**config.mk**
```make
export PLATFORM = sky130hd
export DESIGN_NAME = blackjack_table
export DESIGN_NICKNAME = d
export VERILOG_FILES = /design/src/rtl/blackjack_pkg.sv /design/src/rtl/blackjack_table_hand.sv /design/src/rtl/blackjack_table.sv
export SDC_FILE = /design/constraint.sdc
export NUM_CORES = 1
export LEC_CHECK = 0
export CAP_MARGIN = 10
export CORE_MARGIN = 2
export CORE_UTILIZATION = 40
export DETAILED_ROUTE_END_ITERATION = 10
export PLACE_DENSITY = 0.69
export SYNTH_ARGS = -nofsm -noshare
export SYNTH_HDL_FRONTEND = slang
export SYNTH_SLANG_ARGS = --single-unit
```
**constraint.sdc**
```tcl
create_clock -name i_clk -period 4.1 [get_ports i_clk]
set_input_delay 0.82 -clock i_clk [delete_from_list [all_inputs] [get_ports i_clk]]
set_output_delay 0.82 -clock i_clk [all_outputs]
set_load 0.05 [all_outputs]
```
**src/rtl/blackjack_pkg.sv**
```systemverilog
// Shared definitions for the blackjack table: FSM state codes, result codes and
// card/settlement helpers used by the hand accumulators and the table controller.
package blackjack_pkg;

    typedef logic [3:0] state_t;

    localparam state_t S_IDLE            = 4'd0;
    localparam state_t S_DEAL            = 4'd1;
    localparam state_t S_DEAL_WAIT       = 4'd2;
    localparam state_t S_CHECK_DEALER_BJ = 4'd3;
    localparam state_t S_PLAYER_TURN     = 4'd4;
    localparam state_t S_PLAYER_WAIT     = 4'd5;
    localparam state_t S_NEXT_SEAT       = 4'd6;
    localparam state_t S_DEALER_TURN     = 4'd7;
    localparam state_t S_DEALER_WAIT     = 4'd8;
    localparam state_t S_SETTLE          = 4'd9;
    localparam state_t S_DONE            = 4'd10;

    typedef enum logic [2:0] {
        RES_NONE      = 3'd0,
        RES_WIN       = 3'd1,
        RES_LOSE      = 3'd2,
        RES_TIE       = 3'd3,
        RES_BLACKJACK = 3'd4,
        RES_CHARLIE   = 3'd5
    } result_e;

    // Ace counts as 1 here; out-of-range ranks are treated like a ten-card.
    function automatic logic [3:0] card_value(input logic [3:0] rank);
        logic [3:0] v;
        if (rank == 4'd0 || rank > 4'd10) begin
            v = 4'd10;
        end else begin
            v = rank;
        end
        return v;
    endfunction

    function automatic logic [4:0] sat5(input logic [5:0] v);
        return (v > 6'd31) ? 5'd31 : v[4:0];
    endfunction

    function automatic result_e settle_seat(
        input logic [5:0] s_best, input logic s_bust, input logic s_bj, input logic s_charlie,
        input logic [5:0] d_best, input logic d_bust, input logic d_bj, input logic d_charlie
    );
        result_e r;
        if (s_bust)            r = RES_LOSE;
        else if (d_bj)         r = s_bj ? RES_TIE : RES_LOSE;
        else if (s_bj)         r = RES_BLACKJACK;
        else if (s_charlie)    r = RES_CHARLIE;
        else if (d_charlie)    r = RES_LOSE;
        else if (d_bust)       r = RES_WIN;
        else if (s_best > d_best) r = RES_WIN;
        else if (s_best < d_best) r = RES_LOSE;
        else                   r = RES_TIE;
        return r;
    endfunction

endpackage

```
**src/rtl/blackjack_table_hand.sv**
```systemverilog
// One blackjack hand: saturating hard sum, ace flag and card count, with the
// derived best/soft/bust/blackjack views.
module hand_accumulator
    import blackjack_pkg::*;
(
    input  logic       i_clk,
    input  logic       i_reset,
    input  logic       i_clear,
    input  logic       i_add,
    input  logic [3:0] i_rank,
    output logic [5:0] o_best,
    output logic       o_soft,
    output logic       o_bust,
    output logic       o_blackjack,
    output logic [2:0] o_count
);

    logic [5:0] r_hard;
    logic       r_ace;
    logic [2:0] r_count;
    logic [6:0] w_hardNext;

    assign w_hardNext = {1'b0, r_hard} + {3'b000, card_value(i_rank)};

    // Hand state: cleared at round start, one card folded in per add strobe.
    always_ff @(posedge i_clk) begin
        if (i_reset || i_clear) begin
            r_hard  <= 6'd0;
            r_ace   <= 1'b0;
            r_count <= 3'd0;
        end else if (i_add) begin
            r_hard  <= (w_hardNext > 7'd63) ? 6'd63 : w_hardNext[5:0];
            r_ace   <= r_ace | (i_rank == 4'd1);
            r_count <= (r_count == 3'd7) ? 3'd7 : r_count + 3'd1;
        end
    end

    // Derived hand views; one ace is promoted to 11 when it cannot bust the hand.
    always_comb begin
        o_soft = r_ace && (r_hard <= 6'd11);
        if (o_soft) begin
            o_best = r_hard + 6'd10;
        end else begin
            o_best = r_hard;
        end
        o_bust      = (o_best > 6'd21);
        o_blackjack = (r_count == 3'd2) && (o_best == 6'd21);
        o_count     = r_count;
    end

endmodule

```
**src/rtl/blackjack_table.sv**
```systemverilog
// Multi-seat blackjack round controller: deals, runs seat turns and the dealer
// turn, then settles every seat. Optional macro: DEALER_HITS_SOFT17_EN.
module blackjack_table
    import blackjack_pkg::*;
#(
    parameter int NUM_PLAYERS  = 2,
    parameter int MAX_CARDS    = 5,
    parameter int DEALER_STAND = 17,
    parameter int SEAT_W       = $clog2(NUM_PLAYERS + 1)
)(
    input  logic                     i_clk,
    input  logic                     i_reset,
    input  logic                     i_newRound,
    input  logic                     i_hit,
    input  logic                     i_stand,
    output logic                     o_cardReq,
    input  logic                     i_cardValid,
    input  logic [3:0]               i_cardRank,
    output logic [SEAT_W-1:0]        o_activeSeat,
    output logic [3:0]               o_gameState,
    output logic [NUM_PLAYERS*5-1:0] o_seatSum,
    output logic [4:0]               o_dealerSum,
    output logic [NUM_PLAYERS*3-1:0] o_seatResult,
    output logic                     o_roundDone
);

    localparam int NUM_HANDS = NUM_PLAYERS + 1;
    localparam logic [SEAT_W-1:0] DEALER_IDX = SEAT_W'(NUM_PLAYERS);
    localparam logic [SEAT_W-1:0] LAST_SEAT  = SEAT_W'(NUM_PLAYERS - 1);

    logic [3:0]               r_state;
    logic [SEAT_W-1:0]        r_seat;
    logic                     r_pass;
    logic                     r_cardReq;
    logic [NUM_PLAYERS*3-1:0] r_result;
    logic [NUM_PLAYERS*5-1:0] r_seatSum;
    logic [4:0]               r_dealerSum;

    logic [5:0]               w_best  [NUM_HANDS];
    logic [2:0]               w_count [NUM_HANDS];
    logic [NUM_HANDS-1:0]     w_soft, w_bust, w_bj, w_charlie, w_add;
    logic [NUM_PLAYERS*3-1:0] w_settle;
    logic                     w_clear, w_capture, w_seatDone, w_allBust;
    logic                     w_dealerWants, w_dealerDraw, w_dealerShown, w_unusedSoft;

    assign w_clear   = i_newRound && (r_state == S_IDLE || r_state == S_DONE);
    assign w_capture = r_cardReq && i_cardValid;

    for (genvar h = 0; h < NUM_HANDS; h++) begin : g_hand
        hand_accumulator u_hand (
            .i_clk       (i_clk),
            .i_reset     (i_reset),
            .i_clear     (w_clear),
            .i_add       (w_add[h]),
            .i_rank      (i_cardRank),
            .o_best      (w_best[h]),
            .o_soft      (w_soft[h]),
            .o_bust      (w_bust[h]),
            .o_blackjack (w_bj[h]),
            .o_count     (w_count[h])
        );
        assign w_charlie[h] = (w_count[h] == 3'(MAX_CARDS)) && !w_bust[h];
    end

    assign w_unusedSoft = &{1'b0, w_soft};

    // Route a captured card to whichever hand the seat pointer names.
    always_comb begin
        w_add = '0;
        for (int h = 0; h < NUM_HANDS; h++) begin
            w_add[h] = w_capture && (r_seat == SEAT_W'(h));
        end
    end

    assign w_seatDone = w_bust[r_seat] || (w_best[r_seat] == 6'd21) ||
                        (w_count[r_seat] == 3'(MAX_CARDS));
    assign w_allBust  = &w_bust[NUM_PLAYERS-1:0];

`ifdef DEALER_HITS_SOFT17_EN
    assign w_dealerWants = (w_best[NUM_PLAYERS] < 6'(DEALER_STAND)) ||
                           ((w_best[NUM_PLAYERS] == 6'd17) && w_soft[NUM_PLAYERS]);
`else
    assign w_dealerWants = (w_best[NUM_PLAYERS] < 6'(DEALER_STAND));
`endif
    assign w_dealerDraw  = w_dealerWants && (w_count[NUM_PLAYERS] < 3'(MAX_CARDS));
    assign w_dealerShown = (r_state == S_DEALER_TURN) || (r_state == S_DEALER_WAIT) ||
                           (r_state == S_SETTLE) || (r_state == S_DONE);

    // Per-seat settlement against the dealer hand.
    always_comb begin
        w_settle = '0;
        for (int s = 0; s < NUM_PLAYERS; s++) begin
            w_settle[s*3 +: 3] = settle_seat(w_best[s], w_bust[s], w_bj[s], w_charlie[s],
                                             w_best[NUM_PLAYERS], w_bust[NUM_PLAYERS],
                                             w_bj[NUM_PLAYERS], w_charlie[NUM_PLAYERS]);
        end
    end

    // Round sequencer, card request handshake and result latching.
    always_ff @(posedge i_clk) begin
        if (i_reset) begin
            r_state   <= S_IDLE;
            r_seat    <= '0;
            r_pass    <= 1'b0;
            r_cardReq <= 1'b0;
            r_result  <= '0;
        end else begin
            case (r_state)
                S_IDLE, S_DONE: begin
                    if (i_newRound) begin
                        r_state  <= S_DEAL;
                        r_seat   <= '0;
                        r_pass   <= 1'b0;
                        r_result <= '0;
                    end
                end
                S_DEAL: begin
                    r_cardReq <= 1'b1;
                    r_state   <= S_DEAL_WAIT;
                end
                S_DEAL_WAIT: begin
                    if (w_capture) begin
                        r_cardReq <= 1'b0;
                        if (r_seat != DEALER_IDX) begin
                            r_seat  <= r_seat + SEAT_W'(1);
                            r_state <= S_DEAL;
                        end else if (r_pass) begin
                            r_state <= S_CHECK_DEALER_BJ;
                        end else begin
                            r_seat  <= '0;
                            r_pass  <= 1'b1;
                            r_state <= S_DEAL;
                        end
                    end
                end
                S_CHECK_DEALER_BJ: begin
                    if (w_bj[NUM_PLAYERS]) begin
                        r_state <= S_SETTLE;
                    end else begin
                        r_seat  <= '0;
                        r_state <= S_PLAYER_TURN;
                    end
                end
                S_PLAYER_TURN: begin
                    if (w_seatDone || i_stand) begin
                        r_state <= S_NEXT_SEAT;
                    end else if (i_hit) begin
                        r_cardReq <= 1'b1;
                        r_state   <= S_PLAYER_WAIT;
                    end
                end
                S_PLAYER_WAIT: begin
                    if (w_capture) begin
                        r_cardReq <= 1'b0;
                        r_state   <= S_PLAYER_TURN;
                    end
                end
                S_NEXT_SEAT: begin
                    if (r_seat == LAST_SEAT) begin
                        r_seat  <= DEALER_IDX;
                        r_state <= S_DEALER_TURN;
                    end else begin
                        r_seat  <= r_seat + SEAT_W'(1);
                        r_state <= S_PLAYER_TURN;
                    end
                end
                S_DEALER_TURN: begin
                    if (w_allBust || !w_dealerDraw) begin
                        r_state <= S_SETTLE;
                    end else begin
                        r_cardReq <= 1'b1;
                        r_state   <= S_DEALER_WAIT;
                    end
                end
                S_DEALER_WAIT: begin
                    if (w_capture) begin
                        r_cardReq <= 1'b0;
                        r_state   <= S_DEALER_TURN;
                    end
                end
                S_SETTLE: begin
                    r_result <= w_settle;
                    r_state  <= S_DONE;
                end
                default: begin
                    r_state   <= S_IDLE;
                    r_cardReq <= 1'b0;
                end
            endcase
        end
    end

    // Displayed sums; the dealer total stays hidden until the dealer plays.
    always_ff @(posedge i_clk) begin
        if (i_reset) begin
            r_seatSum   <= '0;
            r_dealerSum <= 5'd0;
        end else begin
            for (int s = 0; s < NUM_PLAYERS; s++) begin
                r_seatSum[s*5 +: 5] <= sat5(w_best[s]);
            end
            r_dealerSum <= w_dealerShown ? sat5(w_best[NUM_PLAYERS]) : 5'd0;
        end
    end

    assign o_cardReq    = r_cardReq;
    assign o_activeSeat = r_seat;
    assign o_gameState  = r_state;
    assign o_seatSum    = r_seatSum;
    assign o_dealerSum  = r_dealerSum;
    assign o_seatResult = r_result;
    assign o_roundDone  = (r_state == S_DONE);

endmodule

```
==> summary.txt, run 1 <==
Run status
  – Status: finished, final reports clean

Timing
  – Worst slew margin: 28.4%
  – Worst Max-Slew Pin Slew: 1070 ps
  – Fin Clk Skew: 6.61 ps
  – Tmin final: 3320 ps
  – RSZ-0062 raised after global routing: false
  – Hold Violations, Final: 0
  – FMAX: 301 MHz
  – Final Setup Violations: 0
  – Final critical-path share of the clock period: between 80% and 90%
  – Final setup TNS: 0 ps
  – Fin. max-slew vios: 0

Floorplanning
  – Starting density of the core: 41.3%
  – CORE AREA: 10,300 µm²
  – Chip height: 107 µm
  – Die W: 107 µm
  – Num ports: 39
  – Core Rows: 37
  – Die area: 11,500 µm²

Synth
  – Synth Flop Type: dfxtp_1
  – Post-Syn Area per Cell: 8.17 µm²
  – Cell area after synthesis: 4270 µm²
  – Post-Syn Instances: between 500 and 600
  – Syn nets: 573
  – Post-synth ARST share: 0%
  – EDFF count, synth: 0
  – #FFs+latches synth: 59
  – Seq/Total Area, Yosys: 27.7%
  – Yosys Warn Count: 0
  – Yosys cell types: 73

Clock network
  – CTS tree: yes
  – CTS max path bufs: 2
  – CTS Hold Bufs: 0
  – Total clock sinks: 59
  – CTS resizes: 0
  – Worst-path clk slew: around 60 ps
  – Worst skew pair latency: between 300 and 400 ps
  – Post-CTS Setup Inserts: 0
  – Num CTS Buffers: 9
  – H-tree lvl count: 3
  – Clock root buffer: clkbuf_8

Global routing
  – Top Usage Layer GRT: met2
  – Total GRT Usage: 19.4%
  – GR Util met2: 30.2%
  – First-pass GRT wire length: 17.7 mm
  – Met1 Track Usage GR: 25.8%
  – GRT overflow: 0
  – Largest net degree at the start of global routing: 30
  – Initial antenna violation count: 0
  – Met3 usage: 4.30%
  – Vias in the first global route: 3,654

Power and ir drop
  – Power per Cell Area: between 300 and 400 nW/µm²
  – VDD IR-drop max: 168 µV
  – Leakage: ~1.8 nW

Worst setup path
  – Critical path endpoint category: flip-flop
  – Required time of the critical path: ~4300 ps
  – Worst Path Arrival: 3550 ps
  – CP Class: input pin to flip-flop
  – Crit path max fanout: 4
  – CP startpoint kind: input pin

Layout
  – Commonest non-fill, non-tap cell in the layout: dfxtp_1
  – Layout net count: 597
  – # diodes: 0
  – Fraction of layout cells with a size suffix above 1: 7.65%
  – Area grow syn2layout: 14.0%
  – Post-route cell area: 4860 µm²
  – Most frequent cells in the layout: 59 x dfxtp_1, 50 x nor2_1, 42 x a21oi_1, 38 x ha_1, 38 x clkdlybuf4s50_1

Placement
  – Cell area after placement: 4690 µm²
  – I/O Buffers: 38
  – DPL Wire Length: a little over 8 mm
  – Final RePlAce weighted congestion: approximately 1

Routing
  – Vias per cell: approximately 5.7
  – Number of remaining DRC errors: 0
  – DRT Wirelength: 10.8 mm
  – Via Count: 3,909
  – Antenna-violating nets left: 0
  – 1st-iter DRT viols: 299
  – 1st-pass router iterations: 5
  – DR WL/cell: 15.7 µm

Worst hold path
  – HP Class: flip-flop to flip-flop

Run
  – Max-Cap Viols: 0
worst paths after layout:
check	from	slack [ps]	cells past startpoint	to
max	i_cardRank[2]	780	11	g_hand[0].u_hand.r_hard[1]
min	o_seatResult[1]	480	2	o_seatResult[1]
max reg2reg	g_hand[2].u_hand.r_hard[2]	1230	9	o_cardReq
min reg2reg	o_seatResult[1]	480	2	o_seatResult[1]
stage by stage:
stage	hold WS (ps)	utilization [%]	setup slack (ps)	power [mW]	instances
after floorplan	479	-	1250	0.996	522
after global placement	458	45.5	578	1.11	671
after detailed placement	469	45.5	422	1.12	671
after CTS	479	47.1	783	1.58	685
after global routing	480	47.1	587	1.67	685
final	477	47.1	780	1.57	685
critical path, cell delays in order:
cell	delay [ps]
clkdlybuf4s50_1	450
or2_2	330
a21boi_0	400
ha_1	250
inv_1	60
fa_1	420
nor2b_1	130
o21ai_0	80
nand2b_1	130
a31oi_1	160
a221oi_1	310
routing by layer:
| metal | part of all wire (%) | wire [µm] |
|---|---|---|
| met5 | 0 | 0 |
| met4 | 2.8 | 298 |
| met3 | 5.2 | 555 |
| met2 | 45 | 4890 |
| met1 | 47 | 5020 |
where the power goes:
part / internal, mW / total [mW] / switching, mW
clock network: 0.244 / 0.462 / 0.218
registers: 0.596 / 0.672 / 0.0757
logic: 0.162 / 0.439 / 0.277
cells by family after synthesis:
logic type      Yosys count  synth area share, %
simple gates            189                 24.8
compound gates          147                 23.2
buf+inv                  62                 6.39
flops                    59                 27.7
fa+ha+maj                41                 12.6
xor+xnor                 14                 2.87
mux                      10                 2.49
synthesized netlist by cell type (all sizes together) (3+ instances only):
cell type	n	area share [%]
nor2b	16	2.3
a221oi	8	1.8
o31a	3	0.62
a21boi	5	0.88
or3b	4	0.88
nand2	30	2.6
nand2b	10	1.5
a311oi	5	1.0
nand3b	3	0.53
xor2	7	1.4
a21oi	44	5.3
a211oi	5	1.0
nor3b	10	2.4
nand3	11	1.3
mux2	5	1.3
mux2i	5	1.2
a22o	4	0.82
nand4	5	0.88
clkbuf	20	1.8
inv	33	2.9
or2	3	0.44
nor3	17	2.0
a31oi	14	2.1
xnor2	7	1.4
fa	3	1.4
buf	8	1.6
o21ai	25	3.0
nor2	50	4.4
ha	38	11
a21o	5	0.88
or3	6	0.88
o211ai	11	2.1
and3	9	1.3
dfxtp	59	28
or4b	4	1.1
registers in the layout, summed over array words and instances, names as in the netlist, 2 cells and up:
signal / cells
o_seatResult: 6
o_seatSum: 10
g_hand.u_hand.o_count: 9
o_activeSeat: 2
o_dealerSum: 5
g_hand.u_hand.r_ace: 3
o_gameState: 4
g_hand.u_hand.r_hard: 18
layout make-up:
type                            count  area [µm²]
Clock buffer                       12         155
Clock inverter                      2        12.5
Fill cell                        1021        5460
Inverter                           34         128
Multi-Input combinational cell    401        2810
Sequential cell                    59        1180
Tap cell                          136         170
Timing Repair Buffer               41         403
No activity file was read; power rests on OpenSTA's default activity.
==> run 2, diff against run 1 <==
- PLACE_DENSITY: 0.69 -> 0.71
- clock period: 4.1 -> 2.9 ns (I/O delays scaled with it)
==> summary.txt, run 2 (synthesized netlist as in run 1, its figures left out) <==
Power and ir drop
  – Leakage: 1.95 nW
  – VDD IR-drop max: 336 µV
  – Power per Cell Area: 457 nW/µm²

Timing
  – Worst slew margin: 61.1%
  – RSZ-0062 raised after global routing: false
  – Fin Clk Skew: just under 10 ps
  – Tmin final: 2780 ps
  – Final Setup Violations: 0
  – Setup ws final: 118 ps
  – Fin. max-slew vios: 0
  – Worst Max-Slew Pin Slew: 579 ps
  – Final setup TNS: 0 ps
  – FMAX: 359 MHz
  – Final critical-path share of the clock period: between 90% and 100%
  – Hold Violations, Final: 0

Global routing
  – Vias in the first global route: 3,908
  – Largest net degree at the start of global routing: 24
  – Initial antenna violation count: 0
  – Total GRT Usage: 20.4%
  – First-pass GRT wire length: about 19 mm
  – GRT overflow: 0

Run status
  – Status: finished, final reports clean

Worst setup path
  – CP Class: input pin to flip-flop
  – Critical path endpoint category: flip-flop
  – Worst Path Arrival: 3040 ps
  – Worst reg2reg setup slack: 190 ps
  – Crit path max fanout: 4
  – Slowest-stage cell, CP: clkdlybuf4s50_1
  – FF-to-FF path depth: 10
  – Cells along the critical path: clkdlybuf4s50_1 -> or2_2 -> a21boi_1 -> buf_4 -> ha_1 -> inv_1 -> fa_1 -> nor2b_1 -> o21ai_0 -> nand2b_1 -> a31oi_2 -> a221oi_1
  – CP startpoint kind: input pin
  – Worst path depth: 12
  – Top delay family on crit path: compound AO/OA/AOI/OAI gates
  – Required time of the critical path: around 3200 ps
  – Critical path's largest stage delay: 430 ps
  – CP bufs+invs: 3

Clock network
  – CTS Hold Bufs: 0
  – Worst skew pair latency: 350 ps
  – H-tree lvl count: 3
  – Num CTS Buffers: 9
  – CTS tree: yes
  – Clock root buffer: clkbuf_8
  – Worst-path clk slew: 80 ps
  – Total clock sinks: 59
  – CTS max path bufs: 2

Placement
  – Cell area after placement: 4910 µm²
  – Final RePlAce weighted congestion: about 0.86
  – Post-placement cell count: 700
  – Dpl ws: -315 ps
  – DPL Wire Length: 8.59 mm
  – I/O Buffers: 38

Routing
  – 1st-iter DRT viols: 220
  – Uppermost layer routed: met4
  – Via Count: 4,086
  – Antenna-violating nets left: 0
  – WL met1: roughly 5.2 mm
  – DRT Wirelength: 11.5 mm
  – Routed wl met2: 5.53 mm
  – Number of remaining DRC errors: 0
  – Vias per cell: ~5.7
  – WL met3: 545 µm
  – DR WL/cell: about 16 µm
  – 1st-pass router iterations: 5

Layout
  – Most frequent cells in the layout: 59 x dfxtp_1, 50 x nor2_1, 42 x a21oi_1, 38 x ha_1, 38 x clkdlybuf4s50_1
  – Commonest non-fill, non-tap cell in the layout: dfxtp_1
  – Fin cells: 716
  – Fraction of layout cells with a size suffix above 1: 14.1%
  – Core Util, Final: 49.9%
  – Reg with most FFs: g_hand.u_hand.r_hard
  – Area grow syn2layout: 20.8%
  – # diodes: 0
  – Max FFs per register: 18
  – Layout net count: 626
  – Post-route cell area: 5150 µm²
  – Number of fill cells: between 900 and 1,000

Floorplanning
  – Die W: 107 µm
  – Core Rows: 37
  – Starting density of the core: 41.3%
  – Die area: 11,500 µm²
  – Chip height: 107 µm
  – CORE AREA: 10,300 µm²
  – Num ports: 39

Run
  – Max-Cap Viols: 0

Worst hold path
  – HP Class: flip-flop to flip-flop
  – WHS Path Cells: 2
==> run 2: cell types whose count changed in the layout (fill, tap and decap cells not counted) <==
cell,before,now
a221oi_2,1,6
a21boi_1,1,2
a21boi_0,4,3
fa_1,3,2
fa_2,0,1
buf_4,3,32
a31oi_4,0,1
a221oi_1,7,2
a31oi_2,0,2
clkinvlp_4,1,2
clkinv_2,1,2
a31oi_1,14,11
==> run 2: worst min-delay path, cell delays in order (launching register included) <==
cell and delay, ps:
dfxtp_1 330, nand2_1 60, a221oi_1 60
==> run 2: where the power goes <==
group	leakage (nW)	total [mW]	switching (mW)	internal (mW)
clock	0.0884	0.708	0.354	0.354
sequential	0.476	0.884	0.0420	0.842
combinational	1.39	0.763	0.488	0.275
total	1.95	2.36	0.884	1.47
==> run 2: routing by layer <==
| metal | vias up | GRT usage, % |
|---|---|---|
| li1 | 2000 | - |
| met5 | - | 0 |
| met1 | 1949 | 25.8 |
| met4 | 0 | 8.63 |
| met3 | 24 | 3.57 |
| met2 | 113 | 34.2 |
==> run 2: layout make-up <==
class	instances	area, µm²	area share (%)
multi-input cells	401	2870	55.8
flip-flops and latches	59	1180	22.9
repair buffers	70	621	12.0
well taps	136	170	3.30
clock buffers	12	155	3.01
inverters	34	128	2.48
clock inverters	4	25.0	0.486
==> run 2: worst paths after layout <==
| check | startpoint | to |
|---|---|---|
| setup / recovery | i_cardRank[2] | g_hand[1].u_hand.r_hard[3] |
| hold / removal | o_seatResult[1] | o_seatResult[1] |
| hold reg to reg | o_seatResult[1] | o_seatResult[1] |
| setup reg to reg | g_hand[2].u_hand.r_hard[5] | o_seatResult[4] |
==> run 2: timing repair <==
action	CTS	global route
gates resized for setup	0	11
setup endpoints to repair	0	9
buffers inserted	0	0
==> run 2: through the flow <==
step / total power [mW] / hold WS, ps
2_1_floorplan: 1.41 / 479
3_3_place_gp: 1.62 / 479
3_5_place_dp: 1.64 / 486
4_1_cts: 2.34 / 496
5_1_grt: 2.47 / 517
6_report: 2.36 / 507
